--- src/rtl/mcu_pkg.sv ---
// Shared constants for the MCU interrupt controller: source numbering and FSM encoding.
package mcu_pkg;

  localparam int IRQ_COLDBOOT = 0;
  localparam int N_SRC_DEF    = 8;

  localparam logic [1:0] ST_IDLE   = 2'd0;
  localparam logic [1:0] ST_ASSERT = 2'd1;
  localparam logic [1:0] ST_HOLD   = 2'd2;

endpackage

--- src/rtl/mcu_irq_ctrl_src.sv ---
// One interrupt source: edge/level event detect, pending flag and sticky overrun flag.
module irq_src_latch #(
  parameter bit EDGE     = 1'b1,
  parameter bit COLDBOOT = 1'b0
) (
  input  logic clk,
  input  logic reset,
  input  logic src_i,
  input  logic ack_i,
  output logic pend_o,
  output logic ovr_o
);

  logic src_q;
  logic pend_q, pend_d;
  logic ovr_q, ovr_d;
  logic ev;

  // The cold-boot bit has no live source; only reset ever sets it.
  always_comb begin
    ev = 1'b0;
    if (!COLDBOOT) ev = EDGE ? (src_i & ~src_q) : src_i;
    pend_d = (pend_q & ~ack_i) | ev;
    ovr_d  = (ovr_q & ~ack_i) | (ev & pend_q & ~ack_i);
  end

  always_ff @(posedge clk) begin
    if (reset) begin
      src_q  <= 1'b0;
      pend_q <= COLDBOOT;
      ovr_q  <= 1'b0;
    end else begin
      src_q  <= src_i;
      pend_q <= pend_d;
      ovr_q  <= ovr_d;
    end
  end

  assign pend_o = pend_q;
  assign ovr_o  = ovr_q;

endmodule

--- src/rtl/mcu_irq_ctrl.sv ---
// Interrupt aggregator: per-source pending/overrun latches, enable mask, and the
// MCU interrupt-line FSM that guarantees a high gap after every acknowledge.
module mcu_irq_ctrl
  import mcu_pkg::*;
#(
  parameter int                N_SRC     = N_SRC_DEF,
  parameter logic [N_SRC-1:0]  EDGE_MASK = ~(N_SRC)'(1),
  parameter int                HOLDOFF   = 16
) (
  input  logic             clk,
  input  logic             reset,
  input  logic [N_SRC-1:0] src_in,
  input  logic             mask_we,
  input  logic [N_SRC-1:0] mask_data,
  output logic [N_SRC-1:0] int_vec,
  input  logic [N_SRC-1:0] int_ack,
  output logic             int_out_n,
  output logic [N_SRC-1:0] pending,
  output logic [N_SRC-1:0] overrun
);

  localparam logic [7:0] HOLD_LD = 8'(HOLDOFF);
  localparam logic [7:0] HOLD_RL = 8'(HOLDOFF - 1);

  logic [N_SRC-1:0] mask_q;
  logic [1:0]       state_q, state_d;
  logic [7:0]       cnt_q, cnt_d;
  logic             out_n_q;
  logic             req;

  for (genvar gi = 0; gi < N_SRC; gi++) begin : g_src
    irq_src_latch #(
      .EDGE     (EDGE_MASK[gi]),
      .COLDBOOT (gi == IRQ_COLDBOOT)
    ) u_src (
      .clk    (clk),
      .reset  (reset),
      .src_i  (src_in[gi]),
      .ack_i  (int_ack[gi]),
      .pend_o (pending[gi]),
      .ovr_o  (overrun[gi])
    );
  end

  assign int_vec = pending & mask_q;
  assign req     = |int_vec;

  // Reset lands in HOLD so the cold-boot interrupt is delayed by a full holdoff.
  always_comb begin
    state_d = state_q;
    cnt_d   = cnt_q;
    case (state_q)
      ST_IDLE: begin
        if (req) state_d = ST_ASSERT;
      end
      ST_ASSERT: begin
        if (|int_ack) begin
          state_d = ST_HOLD;
          cnt_d   = HOLD_RL;
        end else if (!req) begin
          state_d = ST_IDLE;
        end
      end
      ST_HOLD: begin
        if (cnt_q == 8'd0) state_d = req ? ST_ASSERT : ST_IDLE;
        else               cnt_d   = cnt_q - 8'd1;
      end
      default: state_d = ST_IDLE;
    endcase
  end

  always_ff @(posedge clk) begin
    if (reset) begin
      state_q <= ST_HOLD;
      cnt_q   <= HOLD_LD;
      mask_q  <= '1;
      out_n_q <= 1'b1;
    end else begin
      state_q <= state_d;
      cnt_q   <= cnt_d;
      out_n_q <= (state_d != ST_ASSERT);
      if (mask_we) mask_q <= mask_data;
    end
  end

  assign int_out_n = out_n_q;

endmodule

--- config.mk ---
export PLATFORM = sky130hd
export DESIGN_NAME = mcu_irq_ctrl
export DESIGN_NICKNAME = d
export VERILOG_FILES = /design/src/rtl/mcu_pkg.sv /design/src/rtl/mcu_irq_ctrl_src.sv /design/src/rtl/mcu_irq_ctrl.sv
export SDC_FILE = /design/constraint.sdc
export NUM_CORES = 1
export LEC_CHECK = 0
export CAP_MARGIN = 15
export CORE_ASPECT_RATIO = 0.9
export CORE_MARGIN = 2
export CORE_UTILIZATION = 40
export CTS_BUF_LIST = sky130_fd_sc_hd__clkbuf_8
export DETAILED_ROUTE_END_ITERATION = 12
export PLACE_DENSITY_LB_ADDON = 0.05
export SLEW_MARGIN = 20
export SYNTH_ARGS = -nofsm -noshare
export SYNTH_HDL_FRONTEND = slang
export SYNTH_SLANG_ARGS = --single-unit
--- constraint.sdc ---
create_clock -name clk -period 2.3 [get_ports clk]
set_clock_uncertainty 0.05 [all_clocks]
set_input_delay 0.23 -clock clk [delete_from_list [all_inputs] [get_ports clk]]
set_output_delay 0.23 -clock clk [all_outputs]
set_load 0.02 [all_outputs]
==> run metrics <==
I/O pin count=52; fin crit period=between 2 and 2.5 ns; Initial Util=between 40% and 50%; vias in the first global route=approximately 1,400; final instance area=2300 sq um; share of layout cells above drive strength 1=between 5 and 6%; slowest CP cell=a2111o_1; hold path cells=2; Critical Path Max Stage Delay=0.49 ns; total number of vias=approximately 1,400; Peak Freq=499.8 MHz; asr flop ratio synth=0%; Finished Core Util=55.70%; worst-margin pin slew=approximately 0.7 ns; worst hold path class=flop to flop; Area growth syn-to-layout=31.95%; DRC=0; post-synth top area cell=dfxtp_1; vias per cell=about 5.0; post-DP HPWL=between 2000 and 3000 um; Leak=0.0009084 uW; post-layout net count=around 260; share of Yosys cell area claimed by the top area cell type=between 40% and 50%; root buffer cell=clkbuf_8; grt ovf=0; Seq cells post-synth=42; Post-synth EDFFs=0; Post-Route WL=~3600 um; Die Wd=around 74 um; largest net degree at the start of global routing=13; Post-CTS Setup Bufs=0; Avg Cell Area, Syn=9.271 sq um; antenna viol nets, final=0; setup TNS=0 ns; Synth area leaders=dfxtp_1 48%, buf_4 6.9%, mux2i_1 4.6%; run status=finished clean; CTS Sinks=42; clock buffer depth=2; core footprint=4129 sq um; die area=around 4900 sq um; RSZ-0062 raised after global routing=false; Worst Path Max Fanout=7; synth unique cells=34; Post-Synthesis Cells=around 190; Final Max Tran Viols=0; top_reg_cell synth=dfxtp_1; setup violators final=0; Max IR drop VDD=approximately 0.00037 V; Num CTS Buffers=5; # diodes=0; critical path type=flop to flop; routability cong.=a little over 0.7; crit-path cells=inv_1, ha_1, nor3b_1, a2111o_1, or4_1, a21oi_1; worst skew pair latency=0.29 ns; Reg clk slew, reported paths=approximately 0.070 ns; CTS hold repair buffers=0; DR WL/cell=around 13 um; Reg2Reg Depth=6; drt first pass iters=4; initial DRC count=35; Placement Cell Area=2187 sq um; pwr/cell area=877.8 nW/um^2; cts repair resizes=0; port bufs=50; crit start category=flop; die height=between 60 and 70 um; CP Capture Type=flop; Synth Cell Area=~1700 sq um; H-tree depth=2; MaxCap Viol Count=0; fill cell count=roughly 370; initial antenna violation count=0; max_slew headroom=52.22%; data arrival time of the worst path=2.18 ns; WP data required=~2.5 ns; sequential fraction of the synthesis area=approximately 48%; Synth warnings=0; Net Count, Synth=217; Tcrit/Tclk final=86.99%; Total GRT Usage=approximately 17%; Fin. Hold Viols=0; global-route wire length before repair=approximately 6000 um; # rows=22; CTS tree=built
==> registers in the layout (all words and copies together), names as in the netlist <==
signal and count:
cnt_q 8, g_src.u_src.ovr_o 8, g_src.u_src.pend_o 8, g_src.u_src.src_q 7
int_out_n 1, mask_q 8, state_q 2
==> kinds of logic (layout without fill, tap and decap cells) <==
kind of cell               count (synthesis)  after routing  share of synthesized area [%]
and+or+nand+nor                           67             67                          21.25
AOI/OAI and AO/OA                         32             32                          11.63
adders and majority gates                  2              2                          1.436
muxes                                      8              8                          4.595
DFF                                       42             42                          48.24
buffers and inverters                     32             71                          10.34
xor gates and xnor gates                   5              5                          2.512
==> cells in the mapped netlist, drive strengths merged, types with 2 or more instances <==
cell type,count
nor2b,7
or2,3
buf,17
and2,8
a211oi,3
or4,3
nor4,3
ha,2
clkbuf,4
nand2,16
nor2,2
a31oi,7
nand2b,10
dfxtp,42
or3,2
mux2i,8
inv,11
xnor2,4
a21oi,13
nor3,9
nor3b,2
==> cell usage in the layout (no fill, tap or decap), types with 2 or more instances in the layout <==
| cell type | n |
|---|---|
| clkdlybuf4s50_1 | 50 |
| dfxtp_1 | 42 |
| nand2_1 | 16 |
| a21oi_1 | 13 |
| inv_1 | 11 |
| nand2b_1 | 10 |
| nor3_1 | 9 |
| and2_1 | 8 |
| mux2i_1 | 8 |
| a31oi_1 | 7 |
| nor2b_1 | 7 |
| clkbuf_8 | 6 |
| xnor2_1 | 4 |
| or4_1 | 3 |
| nor4_1 | 3 |
| or2_2 | 3 |
| a211oi_1 | 3 |
| buf_4 | 3 |
| nor3b_1 | 2 |
| nor2_1 | 2 |
| or3_1 | 2 |
| ha_1 | 2 |
==> critical path, delay by kind of cell (launching register included) <==
kind / cells / cell delay, ns
flops: 1 / 0.37
fa+ha+maj: 1 / 0.20
simple gates: 2 / 0.61
compound gates: 2 / 0.63
buf+inv: 1 / 0.08
==> power by group <==
part | leakage (uW) | internal [uW] | switching [uW] | total (uW)
clock | 0.0000573 | 347 | 238 | 585
combinational | 0.000505 | 277 | 268 | 545
sequential | 0.000346 | 818 | 71.5 | 890
==> routing by layer <==
| layer | track usage [%] | vias to the layer above | share of wire, % |
|---|---|---|---|
| met3 | 7.716 | 5 | 7.4 |
| met5 | 0 | - | 0 |
| met4 | 6.136 | 0 | 1.1 |
| met2 | 27.01 | 33 | 46 |
| li1 | - | 701 | - |
| met1 | 19.02 | 636 | 46 |
==> area by class of cell <==
cell class	instances	area (sq um)	share of cell area, %
Clock buffer	6	82.58	3.591
Clock inverter	1	30.03	1.306
Inverter	11	41.29	1.795
Multi-Input combinational cell	114	721.9	31.39
Sequential cell	42	840.8	36.56
Tap cell	48	60.06	2.612
Timing Repair Buffer	53	523.0	22.74
==> worst paths after layout <==
kind / startpoint / endpoint / slack [ns]
worst min-delay path: mask_q[7] / mask_q[7] / 0.42
worst max-delay path: cnt_q[0] / cnt_q[7] / 0.30
worst min register to register: mask_q[7] / mask_q[7] / 0.42
worst max register to register: cnt_q[0] / cnt_q[7] / 0.30
==> through the flow <==
| stage | total power [uW] | worst slack [ns] | cells | hold WS [ns] |
|---|---|---|---|---|
| 2_1_floorplan | 1279 | 0.4612 | 188 | 0.2593 |
| 3_3_place_gp | 1436 | 0.3677 | 268 | 0.4001 |
| 3_5_place_dp | 1453 | 0.3105 | 268 | 0.4050 |
| 4_1_cts | 2045 | 0.2874 | 275 | 0.4248 |
| 5_1_grt | 2156 | 0.1176 | 275 | 0.4434 |
| 6_report | 2019 | 0.2992 | 275 | 0.4184 |
Power figures use the tool's default switching activity.
